## config.mk

```make
export PLATFORM = sky130hd
export DESIGN_NAME = arbitro_wrr
export DESIGN_NICKNAME = d
export VERILOG_FILES = /design/src/rtl/arbitro_wrr.sv
export SDC_FILE = /design/constraint.sdc
export NUM_CORES = 1
export LEC_CHECK = 0
export BUFFER_PORTS_ARGS = -buffer_cell sky130_fd_sc_hd__buf_2
export CAP_MARGIN = 10
export CORE_MARGIN = 5
export CORE_UTILIZATION = 49
export CTS_CLUSTER_SIZE = 20
export DETAILED_ROUTE_END_ITERATION = 16
export PLACE_DENSITY = 0.78
export SETUP_SLACK_MARGIN = 0.05
export SLEW_MARGIN = 20
export SYNTH_ARGS = -nofsm -noshare
export SYNTH_HDL_FRONTEND = slang
export SYNTH_SLANG_ARGS = --single-unit
```

## constraint.sdc

```tcl
create_clock -name clk -period 3.27 [get_ports clk]
set_input_delay 0.1635 -clock clk [delete_from_list [all_inputs] [get_ports clk]]
set_output_delay 0.1635 -clock clk [all_outputs]
set_load 0.005 [all_outputs]
```

## src/rtl/arbitro_wrr.sv

```systemverilog
// Input-FIFO demux plus a weighted-round-robin / strict-priority drain arbiter over NUM_CH
// virtual-channel FIFOs. The arbiter state (cur, credit) freezes while any output FIFO is almost full.
module arbitro_wrr #(
  parameter int NUM_CH   = 4,
  parameter int DEST_W   = 2,
  parameter int WEIGHT_W = 3
) (
  input  logic                         clk,
  input  logic                         reset_L,
  input  logic                         mode,
  input  logic [NUM_CH*WEIGHT_W-1:0]   weights,
  input  logic [DEST_W-1:0]            dest,
  input  logic                         empty_in,
  input  logic [NUM_CH-1:0]            almost_full,
  input  logic [NUM_CH-1:0]            empty,
  input  logic [NUM_CH-1:0]            almost_empty,
  output logic [NUM_CH-1:0]            push,
  output logic                         pop_in,
  output logic [NUM_CH-1:0]            pop,
  output logic                         valid
);

  localparam int CW = $clog2(NUM_CH);

  logic [NUM_CH-1:0]   r_pop;
  logic                r_valid;
  logic [CW-1:0]       r_cur;
  logic [WEIGHT_W-1:0] r_credit;

  logic [NUM_CH-1:0]   w_elig;
  logic [NUM_CH-1:0]   w_pop_nxt;
  logic [CW-1:0]       w_cur_nxt;
  logic [WEIGHT_W-1:0] w_credit_nxt;
  logic [CW-1:0]       w_idx;
  logic                w_found;

  function automatic logic [CW-1:0] wrap_add(input logic [CW-1:0] a, input int k);
    return CW'((int'(a) + k) % NUM_CH);
  endfunction

  // A dest beyond NUM_CH-1 never matches any channel, so it yields no push.
  always_comb begin
    push = '0;
    for (int i = 0; i < NUM_CH; i++) begin
      if (reset_L && !empty_in && (dest == DEST_W'(i)) && !almost_full[i])
        push[i] = 1'b1;
    end
  end

  assign pop_in = |push;

  // A pop registered now lands next cycle, so a channel with one word left must skip a cycle.
  always_comb begin
    w_elig = '0;
    for (int i = 0; i < NUM_CH; i++) begin
      w_elig[i] = !empty[i]
                  && (mode || (weights[i*WEIGHT_W +: WEIGHT_W] != '0))
                  && !(r_pop[i] && almost_empty[i]);
    end
  end

  always_comb begin
    w_pop_nxt    = '0;
    w_cur_nxt    = r_cur;
    w_credit_nxt = r_credit;
    w_idx        = r_cur;
    w_found      = 1'b0;
    if (|almost_full) begin
      w_pop_nxt = '0;
    end else if (mode) begin
      w_credit_nxt = '0;
      for (int i = NUM_CH - 1; i >= 0; i--) begin
        if (w_elig[i]) begin
          w_idx   = CW'(i);
          w_found = 1'b1;
        end
      end
      if (w_found) begin
        w_pop_nxt[w_idx] = 1'b1;
        w_cur_nxt        = w_idx;
      end
    end else if (w_elig[r_cur] && (r_credit != '0)) begin
      w_pop_nxt[r_cur] = 1'b1;
      w_credit_nxt     = r_credit - WEIGHT_W'(1);
    end else begin
      // Scan downward so the nearest channel after cur wins; cur itself is checked last.
      for (int k = NUM_CH; k >= 1; k--) begin
        if (w_elig[wrap_add(r_cur, k)]) begin
          w_idx   = wrap_add(r_cur, k);
          w_found = 1'b1;
        end
      end
      if (w_found) begin
        w_pop_nxt[w_idx] = 1'b1;
        w_cur_nxt        = w_idx;
        w_credit_nxt     = weights[w_idx*WEIGHT_W +: WEIGHT_W] - WEIGHT_W'(1);
      end
    end
  end

  always_ff @(posedge clk) begin
    if (!reset_L) begin
      r_pop    <= '0;
      r_valid  <= 1'b0;
      r_cur    <= CW'(NUM_CH - 1);
      r_credit <= '0;
    end else begin
      r_pop    <= w_pop_nxt;
      r_valid  <= |r_pop;
      r_cur    <= w_cur_nxt;
      r_credit <= w_credit_nxt;
    end
  end

  assign pop   = r_pop;
  assign valid = r_valid;

endmodule

```

==> results.py <==
metrics = {
    "layout": {
        "area_growth_pct": 22.94,
        "n_antenna_cell": 0,
        "final_layout_size_suffix_gt1_share_pct": 38.27,
        "finish.utilization_pct": 63.33,
        "fin_area_um2": 1569,
        "fin_nets": 232,
        "register_area_um2": 200.2,
        "fillCellCount": 230,
        "multi_input_area_um2": 1036,
    },
    "die": {
        "die_w_um": 61.04,
        "io_pins": 40,
        "initial_utilization_pct": 51.52,
        "die_y_um": 61.04,
        "rows": 18,
        "die_area_um2": 3725,
        "core_area_um2": 2477,
    },
    "clock_tree": {
        "cts_max_path_buffers": 2,
        "cts.clk_slew.worst_paths_ns": 0.06,
        "cts_tree": "yes",
        "numCtsBuffers": 3,
        "hold_buffers": 0,
        "clk_latency_ns": 0.27,
        "post_cts_buffers": 0,
        "cts_max_level": 1,
        "cts_root_buf": "clkbuf_4",
        "cts_resized": 0,
        "cts.sinks": 10,
    },
    "pwr": {
        "internal-power_mw": 0.2711,
        "power_switching_mw": 0.1467,
        "vdd_drop_max_mv": 0.1880,
        "power_frac_comb_pct": 43.2,
        "pwr-share-clk_pct": 26.7,
        "p_seq_share_pct": 30.1,
        "leakagePower_nw": 0.6438,
        "powerDensity_nw_per_um2": 266.3,
        "swShare_pct": 35.11,
    },
    "route": {
        "vias": 1485,
        "dr.pass1.iters": 4,
        "drc_errors": 0,
        "ant_nets": 0,
        "avgViaCountPerCell": 6.571,
        "routedWlPerCell_um": 17.81,
        "wirelength_um": 4024,
        "drt_iter0_markers": 82,
    },
    "placed_design": {
        "hpwl_um": 3286,
        "gp_congestion": 1.011,
        "post_dp_cell_area_um2": 1530,
        "port_buffers": 39,
    },
    "timing": {
        "final_hold_viol_count": 0,
        "tns_ns": 0,
        "relSlewSlack_pct": 55.38,
        "fmax_mhz": 342.8,
        "rsz0062_at_grt": "no",
        "slew_violations": 0,
        "setup_viol_count_final": 0,
        "finalCritPeriodShare_pct": 89.20,
        "fin_skew_ns": 0.001136,
        "finalCriticalPeriod_ns": 2.917,
        "whs_ns": 0.1423,
        "worst_pin_slew_ns": 0.6641,
    },
    "synthesis": {
        "synth_area_per_cell_um2": 8.452,
        "synth_cell_types": 55,
        "yosysTopAreaCell": "dfxtp_1",
        "syn_area_um2": 1276,
        "seq_area_frac_synth_pct": 15.69,
        "synth_edf_count": 0,
        "netlist_top_cells_area": "dfxtp_1 (16%), nor3_1 (5.5%), ha_1 (4.9%)",
        "synthCells": 151,
        "yosysWarnings": 0,
        "synth.top_cell.area_share_pct": 15.69,
        "ys_async_sr_fraction_pct": 0,
        "synthesis.nets": 186,
        "synth_flop_cell": "dfxtp_1",
        "ys_seq_elements": 10,
    },
    "hold_path": {
        "hold_class": "input port to flop",
    },
    "critical_path": {
        "cp_top_family": "simple AND/OR/NAND/NOR gates",
        "arrival_ns": 3.13,
        "cp.required_ns": 3.48,
        "slowest_delay_ns": 0.53,
        "end_kind": "flop",
        "crit_fanout": 8,
        "crit_slowest_cell": "nor4_4",
        "crit_chain": "inv_1 -> ha_1 -> inv_1 -> nor3_1 -> a2111oi_4 -> nor4_4 -> nor2_1 -> a221oi_2 -> ha_1 -> nor3_1 -> a21oi_1 -> nor2_1",
        "critPathKind": "flop to flop",
        "crit_buf_inv": 2,
        "rrSetupSlack_ns": 0.35,
        "start_kind": "flop",
    },
    "global_routing": {
        "grt_pass1_vias": 1404,
        "overflow": 0,
        "grtUsageTotal_pct": 22.90,
        "grt_max_degree": 22,
        "grt_pass1_wl_um": 6458,
        "antenna_found_initial": 0,
    },
    "run_status": {
        "status": "finished, final reports clean",
    },
    "job": {
        "drv_cap": 0,
    },
}
-- routing by layer --
layer  global-route usage (%)  part of all wire, %
met1                    28.46                   41
met2                    37.76                   47
met3                    2.516                  8.5
met4                    13.93                  3.5
met5                        0                    0
-- path summary, 6_finish.rpt --
path,to,cells after the start,from
min reg2reg,r_credit[2],2,r_credit[2]
min,r_cur[1],2,reset_L
max reg2reg,r_credit[1],12,r_cur[1]
max,r_credit[1],12,r_cur[1]
-- final cells by class --
| cell class | count | area share [%] |
|---|---|---|
| clock buffers | 4 | 2.313 |
| inverters | 5 | 1.196 |
| multi-input cells | 132 | 66.03 |
| flip-flops and latches | 10 | 12.76 |
| well taps | 30 | 2.392 |
| repair buffers | 45 | 15.31 |
-- placed cells by master, fill, tap and decap left out, types with 3 or more instances in the layout --
master / netlist / routed
a21o_1: 4 / 4
a21oi_1: 7 / 7
a31oi_1: 5 / 5
buf_2: 1 / 39
buf_4: 0 / 6
clkbuf_4: 0 / 3
dfxtp_1: 10 / 10
ha_1: 5 / 5
inv_1: 4 / 4
mux2i_1: 4 / 4
nand2_1: 9 / 9
nand2b_1: 3 / 3
nand3_1: 9 / 9
nor2_1: 9 / 8
nor3_1: 14 / 14
nor3b_1: 3 / 3
nor4_1: 5 / 5
o21ai_0: 4 / 4
o221ai_1: 4 / 4
or4_4: 4 / 4
-- synthesized netlist by cell type, types with 2 or more instances --
| cell | instances |
|---|---|
| a21o_1 | 4 |
| a21oi_1 | 7 |
| a221oi_1 | 2 |
| a31oi_1 | 5 |
| and2_1 | 2 |
| clkbuf_1 | 2 |
| dfxtp_1 | 10 |
| ha_1 | 5 |
| inv_1 | 4 |
| mux2_4 | 2 |
| mux2i_1 | 4 |
| mux4_2 | 2 |
| nand2_1 | 9 |
| nand2b_1 | 3 |
| nand3_1 | 9 |
| nor2_1 | 9 |
| nor2b_1 | 2 |
| nor3_1 | 14 |
| nor3b_1 | 3 |
| nor4_1 | 5 |
| nor4_2 | 2 |
| o211ai_1 | 2 |
| o21ai_0 | 4 |
| o221ai_1 | 4 |
| o31ai_2 | 2 |
| or3_1 | 2 |
| or4_4 | 4 |
-- flip-flops by register name (all words and copies together) (netlist names) --
name	count
pop	4
r_credit	3
r_cur	2
valid	1
-- power by group through the flow --
stage	logic, mW	clock network [mW]	registers [mW]
final	0.181	0.112	0.126
after detailed placement	0.177	0	0.128
after floorplan	0.121	0	0.128
after global placement	0.172	0	0.128
after CTS	0.177	0.112	0.126
after global routing	0.198	0.121	0.126
-- cell families (layout without fill, tap and decap cells) --
kind of cell	Yosys count	in the layout	synth area share, %
AOI/OAI and AO/OA	45	45	30.78
adders and majority gates	5	5	4.902
buffers and inverters	9	54	3.332
DFF	10	10	15.69
muxes	9	9	9.902
and+or+nand+nor	73	73	35.39
-- per-stage QoR --
stage                     instances  worst slack [ns]  power, mW
final                           226            0.3533     0.4178
after global routing            226           0.05391     0.4443
after CTS                       226            0.3119     0.4151
after detailed placement        222            0.3229     0.3051
after global placement          222            0.4192     0.2998
after floorplan                 151            0.2993     0.2495
Note: power is estimated with default switching activity, not from simulation.
